[config.mk]
export PLATFORM = sky130hd
export DESIGN_NAME = uart_xmit_arbiter
export DESIGN_NICKNAME = d
export VERILOG_FILES = /design/src/rtl/uart_arb_pkg.sv /design/src/rtl/uart_xmit_arbiter_rr_pick.sv /design/src/rtl/uart_xmit_arbiter.sv
export SDC_FILE = /design/constraint.sdc
export NUM_CORES = 1
export LEC_CHECK = 0
export BUFFER_PORTS_ARGS = -buffer_cell sky130_fd_sc_hd__buf_4
export CAP_MARGIN = 20
export CELL_PAD_IN_SITES_DETAIL_PLACEMENT = 0
export CELL_PAD_IN_SITES_GLOBAL_PLACEMENT = 1
export CORE_MARGIN = 2
export CORE_UTILIZATION = 41
export CTS_BUF_LIST = sky130_fd_sc_hd__clkbuf_16
export CTS_CLUSTER_DIAMETER = 200
export DETAILED_ROUTE_END_ITERATION = 10
export PLACE_DENSITY_LB_ADDON = 0.15
export SLEW_MARGIN = 20
export SYNTH_ARGS = -nofsm -noshare
export SYNTH_HDL_FRONTEND = slang
export SYNTH_SLANG_ARGS = --single-unit
[constraint.sdc]
create_clock -name sysclk -period 3.25 [get_ports sysclk]
set_input_delay 0.1625 -clock sysclk [delete_from_list [all_inputs] [get_ports sysclk]]
set_output_delay 0.1625 -clock sysclk [all_outputs]
set_load 0.02 [all_outputs]
[src/rtl/uart_arb_pkg.sv]
// Shared definitions for the UART transmit arbiter: FSM states and counter sizing.
package uart_arb_pkg;

  typedef enum logic [2:0] {
    ST_IDLE      = 3'd0,
    ST_ARB       = 3'd1,
    ST_WAIT_BUSY = 3'd2,
    ST_WAIT_DONE = 3'd3,
    ST_GAP       = 3'd4
  } arb_state_e;

  // Timeout / gap counter width; counters saturate at all-ones.
  localparam int unsigned CNT_W = 8;
  // Requester index width (up to 8 requesters).
  localparam int unsigned IDX_W = 3;

endpackage

[src/rtl/uart_xmit_arbiter_rr_pick.sv]
// Combinational round-robin picker: first requester strictly after ptr, wrapping.
module rr_pick
  import uart_arb_pkg::*;
#(
  parameter int unsigned NUM_REQ = 4
) (
  input  logic [NUM_REQ-1:0] req,
  input  logic [IDX_W-1:0]   ptr,
  output logic [NUM_REQ-1:0] grant,
  output logic [IDX_W-1:0]   idx,
  output logic               any
);

  logic [7:0]       req_pad;
  logic [IDX_W-1:0] cand;

  // Search ptr+1 .. ptr+NUM_REQ (mod NUM_REQ); the first hit wins.
  always_comb begin
    req_pad = '0;
    req_pad[NUM_REQ-1:0] = req;
    cand  = '0;
    idx   = '0;
    any   = 1'b0;
    grant = '0;
    for (int unsigned k = 1; k <= NUM_REQ; k++) begin
      cand = IDX_W'((32'(ptr) + k) % NUM_REQ);
      if (!any && req_pad[cand]) begin
        any = 1'b1;
        idx = cand;
      end
    end
    for (int unsigned j = 0; j < NUM_REQ; j++) begin
      grant[j] = any && (idx == IDX_W'(j));
    end
  end

endmodule

[src/rtl/uart_xmit_arbiter.sv]
// Shares one UART transmitter between NUM_REQ byte sources with round-robin
// arbitration and packet lock (grant held until the owner's last byte).
module uart_xmit_arbiter
  import uart_arb_pkg::*;
#(
  parameter int unsigned NUM_REQ    = 4,
  parameter int unsigned START_TO   = 8,
  parameter int unsigned GAP_CYCLES = 0
) (
  input  logic                 sysclk,
  input  logic                 sysrstH,
  input  logic [NUM_REQ-1:0]   reqH,
  input  logic [8*NUM_REQ-1:0] reqdataH,
  input  logic [NUM_REQ-1:0]   reqlastH,
  output logic [NUM_REQ-1:0]   ackH,
  output logic                 xmitH,
  output logic [7:0]           xmitdataH,
  input  logic                 xmitdoneH,
  output logic                 busyH,
  output logic [2:0]           curReqH,
  output logic                 errH
);

  localparam logic [CNT_W-1:0] TO_LAST  = CNT_W'(START_TO - 1);
  localparam logic [CNT_W-1:0] GAP_LAST = CNT_W'(GAP_CYCLES - 1);

  arb_state_e state, state_n;

  logic [CNT_W-1:0]   cnt;
  logic               lock;
  logic [IDX_W-1:0]   ptr;
  logic [IDX_W-1:0]   cur;
  logic               xmit_q;
  logic [NUM_REQ-1:0] ack_q;
  logic [7:0]         data_q;
  logic               err_q;

  logic [NUM_REQ-1:0] rr_grant;
  logic [IDX_W-1:0]   rr_idx;
  logic               rr_any;

  logic [NUM_REQ-1:0] cur_mask;
  logic [NUM_REQ-1:0] win_mask;
  logic [IDX_W-1:0]   win_idx;
  logic               win_any;
  logic               win_last;
  logic [7:0]         win_data;
  logic               lock_hit;

  logic launch;
  logic cnt_clr;
  logic cnt_inc;
  logic set_err;
  logic lock_clr;

  rr_pick #(
    .NUM_REQ(NUM_REQ)
  ) u_pick (
    .req   (reqH),
    .ptr   (ptr),
    .grant (rr_grant),
    .idx   (rr_idx),
    .any   (rr_any)
  );

  // Winner selection: a locked owner that still requests beats round-robin.
  always_comb begin
    cur_mask = '0;
    for (int unsigned j = 0; j < NUM_REQ; j++) begin
      cur_mask[j] = (cur == IDX_W'(j));
    end
    lock_hit = lock && |(reqH & cur_mask);
    win_mask = lock_hit ? cur_mask : rr_grant;
    win_idx  = lock_hit ? cur : rr_idx;
    win_any  = lock_hit || rr_any;
    win_data = '0;
    for (int unsigned j = 0; j < NUM_REQ; j++) begin
      if (win_mask[j]) begin
        win_data = reqdataH[8*j +: 8];
      end
    end
    win_last = |(reqlastH & win_mask);
  end

  // FSM state register.
  always_ff @(posedge sysclk or posedge sysrstH) begin
    if (sysrstH) begin
      state <= ST_IDLE;
    end else begin
      state <= state_n;
    end
  end

  // FSM next-state and datapath control.
  always_comb begin
    state_n  = state;
    launch   = 1'b0;
    cnt_clr  = 1'b0;
    cnt_inc  = 1'b0;
    set_err  = 1'b0;
    lock_clr = 1'b0;
    case (state)
      ST_IDLE: begin
        if (|reqH && xmitdoneH) begin
          state_n = ST_ARB;
        end
      end
      ST_ARB: begin
        if (win_any) begin
          launch  = 1'b1;
          cnt_clr = 1'b1;
          state_n = ST_WAIT_BUSY;
        end else begin
          lock_clr = 1'b1;
          state_n  = ST_IDLE;
        end
      end
      ST_WAIT_BUSY: begin
        if (!xmitdoneH) begin
          state_n = ST_WAIT_DONE;
        end else if (cnt == TO_LAST) begin
          set_err  = 1'b1;
          lock_clr = 1'b1;
          state_n  = ST_IDLE;
        end else begin
          cnt_inc = 1'b1;
        end
      end
      ST_WAIT_DONE: begin
        if (xmitdoneH) begin
          if (GAP_CYCLES > 0) begin
            cnt_clr = 1'b1;
            state_n = ST_GAP;
          end else begin
            state_n = ST_ARB;
          end
        end
      end
      ST_GAP: begin
        if (cnt == GAP_LAST) begin
          state_n = ST_ARB;
        end else begin
          cnt_inc = 1'b1;
        end
      end
      default: begin
        state_n = ST_IDLE;
      end
    endcase
  end

  // Launch registers, grant bookkeeping, sticky error and saturating counter.
  always_ff @(posedge sysclk or posedge sysrstH) begin
    if (sysrstH) begin
      xmit_q <= 1'b0;
      ack_q  <= '0;
      data_q <= '0;
      cur    <= '0;
      ptr    <= IDX_W'(NUM_REQ - 1);
      lock   <= 1'b0;
      err_q  <= 1'b0;
      cnt    <= '0;
    end else begin
      xmit_q <= launch;
      ack_q  <= launch ? win_mask : '0;
      if (launch) begin
        data_q <= win_data;
        cur    <= win_idx;
        ptr    <= win_idx;
        lock   <= ~win_last;
      end else if (lock_clr) begin
        lock <= 1'b0;
      end
      if (set_err) begin
        err_q <= 1'b1;
      end
      if (cnt_clr) begin
        cnt <= '0;
      end else if (cnt_inc && (cnt != '1)) begin
        cnt <= cnt + 1'b1;
      end
    end
  end

  assign xmitH     = xmit_q;
  assign ackH      = ack_q;
  assign xmitdataH = data_q;
  assign curReqH   = cur;
  assign errH      = err_q;
  assign busyH     = (state != ST_IDLE);

endmodule

==> reports/qor.csv <==
stage,metric,value,unit
outcome,status,"complete, no violations",
detailed_routing,vias per cell,5.528,
place,Placement Cell Area,2340,um2
detailed_routing,DRT Pass-1 Iters,4,
critical_path,startpoint types,flip-flop,
grt,vias in the first global route,1547,
cts,clk root buf,clkbuf_16,
detailed_routing,final WL,5012,um
grt,largest net degree at the start of global routing,26,
sta,Clock Skew,0.003815,ns
synthesis,Yosys top cell area share,36.05,%
place,dpl hpwl,3688,um
critical_path,"Req. time, crit path",3.40,ns
die,num rows,24,
layout,Layout area overhead,32.24,%
die,Die X,71.61,um
detailed_routing,via count,1686,
power_and_ir_drop,Total Power,2.303,mW
sta,RSZ-0062 raised after global routing,no,
sta,final worst slack,0.8147,ns
synthesis,post-synth cell types,58,
critical_path,R2R cell count,6,
synthesis,Syn Area/Cell,9.661,um2
synthesis,dominant cell type by area after synthesis,dfrtp_1,
synthesis,cell area after synthesis,1874,um2
grt,gr usage total,20.49,%
cts,CTS Buf Count,5,
sta,Final Max Tran Viols,0,
sta,final worst path period need,2.435,ns
power_and_ir_drop,Max IR drop VDD,0.4899,mV
power_and_ir_drop,PwrDens,929.0,nW/um2
place,GPL Wtd Cong,0.8527,
synthesis,syn nets,242,
layout,post-route cell area,2479,um2
cts,CTS tree,yes,
cts,later-pin clock latency in the skew report,0.27,ns
detailed_routing,number of remaining DRC errors,0,
synthesis,number of flops mapped to enable cells by yosys,0,
critical_path,WP data arrival,2.59,ns
sta,final worst-path cycle share,74.93,%
layout,fin cells,305,
synthesis,ys async rst share,100.0,%
die,Core Area,4384,um2
critical_path,FF-to-FF setup slack,0.81,ns
critical_path,Reg-to-Reg End,lock$_DFFE_PP0P_,
detailed_routing,post-route ant nets,0,
layout,# diodes,0,
die,Die Y,71.61,um
layout,filler instances,406,
critical_path,crit path kind,reg -> reg,
critical_path,worst-path maximum fanout,12,
detailed_routing,routed len/inst,16.43,um
sta,"Hold Vio Cnt, Final",0,
hold_path,min-delay worst type,in -> async,
place,Cells after DPL,297,
cts,Worst-path clk slew,0.05,ns
grt,grt total ovfl,0,
sta,Fmax,0.4106,GHz
cts,"Hold-fix buffers, CTS",0,
sta,Worst-Margin Slew,0.8367,ns
run,max-cap violation count,0,
critical_path,element type at the critical path end,flip-flop,
synthesis,top-count cell post-synth,dfrtp_1,
place,port buffer count,59,
synthesis,Post-Synthesis Cells,194,
grt,global-route wire length before repair,8066,um
die,DIE AREA,5128,um2
sta,Slew HR,44.16,%
die,Initial Util,42.75,%
power_and_ir_drop,Pleak,1.161,nW
grt,initial antenna violation count,0,
place,pre-CTS WS,0.8201,ns
cts,H-tree lvl count,2,
cts,CTS Buffer Depth,2,
synthesis,sequential share of the synthesized area,38.85,%
sta,final setup vio count,0,
synthesis,"Warnings, synthesis",0,
cts,CTS resizes,0,
synthesis,Post-synth top cells,"dfrtp_1, nand2_1, nor2_1",
cts,# Post-CTS Setup Buffers,0,
critical_path,r2r startpoint,curReqH[0]$_DFFE_PP0P_,
layout,share of layout cells above drive strength 1,32.81,%
synthesis,top post-synthesis cells by area,"dfrtp_1, a2bb2oi_1, o221ai_1",
sta,Fin Setup TNS,0,ns
synthesis,Synth Register Bits,29,
cts,clock sink count,29,
layout,nets,300,
detailed_routing,iteration-0 DRC count of the detailed router,62,
synthesis,"Primary FF master, synth",dfrtp_1,
die,# IOs,61,
[power breakdown]
group | switching (mW) | leakage [nW] | internal [mW] | total [mW]
sequential | 0.109 | 0.373 | 0.494 | 0.603
combinational | 0.733 | 0.713 | 0.537 | 1.27
clock | 0.153 | 0.0748 | 0.277 | 0.430
total | 0.995 | 1.16 | 1.31 | 2.30
[how the worst max path moves through the flow]
stage / to / slack [ns] / start / cells past startpoint
finish: lock$_DFFE_PP0P_ / 0.81 / curReqH[0]$_DFFE_PP0P_ / 6
global route: lock$_DFFE_PP0P_ / 0.68 / curReqH[0]$_DFFE_PP0P_ / 6
CTS: lock$_DFFE_PP0P_ / 0.82 / curReqH[0]$_DFFE_PP0P_ / 6
detailed placement: lock$_DFFE_PP0P_ / 0.82 / curReqH[0]$_DFFE_PP0P_ / 6
global placement: lock$_DFFE_PP0P_ / 0.91 / curReqH[0]$_DFFE_PP0P_ / 6
floorplan: lock$_DFFE_PP0P_ / 1.19 / curReqH[0]$_DFFE_PP0P_ / 8
[logic make-up (layout without fill, tap and decap cells)]
| logic type | after synthesis | count (layout) | share of synthesized area, % |
|---|---|---|---|
| xor+xnor | 6 | 6 | 2.804 |
| compound gates | 62 | 62 | 27.57 |
| other cells | 1 | 1 | 0.2001 |
| flops | 29 | 29 | 38.85 |
| fa+ha+maj | 5 | 5 | 3.338 |
| mux | 3 | 3 | 1.936 |
| simple gates | 70 | 70 | 20.43 |
| buf+inv | 18 | 77 | 4.873 |
[registers in the layout (all words and copies together) (netlist names)]
signal,count
lock,1
xmitdataH,8
errH,1
state,2
cnt,8
xmitH,1
curReqH,2
ptr,2
ackH,4
[placed cells by master (no fill, tap or decap), types with 3 or more instances in the layout]
cell	Yosys	final
a211oi_1	8	8
a2bb2oi_1	8	8
and3_1	9	9
o221ai_1	8	8
o21ai_1	9	9
ha_1	5	5
nor2_1	14	14
inv_1	6	7
dfrtp_1	27	27
nand4_1	3	3
nor2b_1	3	3
xor2_1	4	4
nand3_1	3	3
buf_4	1	62
nand2_1	18	18
a21oi_1	7	7
clkbuf_16	0	5
[per-stage QoR]
stage	hold WS [ns]	util, %
global placement	0.3716	53.37
detailed placement	0.3794	53.37
global route	0.1383	56.54
floorplan	0.2391	-
finish	0.06721	56.54
CTS	0.08980	56.54
[per-layer routing]
metal / up-vias / global-route usage, % / routed length, um
li1: 853 / - / -
met1: 784 / 29.47 / 2340
met2: 43 / 31.48 / 2461
met3: 6 / 4.360 / 176
met4: 0 / 5.451 / 34
met5: - / 0 / 0
[worst max-delay path, stage by stage (launching register included)]
cell and delay, ns:
dfrtp_1 0.55, mux2_4 0.34, nand3_1 0.40, nand2_4 0.17, o31a_1 0.43, nand2b_4 0.20, a32o_1 0.23
[area by class of cell]
class | count | area, um2 | share of cell area [%]
Clock buffer | 5 | 125.1 | 5.048
Clock inverter | 3 | 13.76 | 0.5553
Inverter | 7 | 26.28 | 1.060
Multi-Input combinational cell | 147 | 1055 | 42.55
Sequential cell | 29 | 728.2 | 29.38
Tap cell | 52 | 65.06 | 2.625
Timing Repair Buffer | 62 | 465.4 | 18.78
Power figures use the tool's default switching activity.
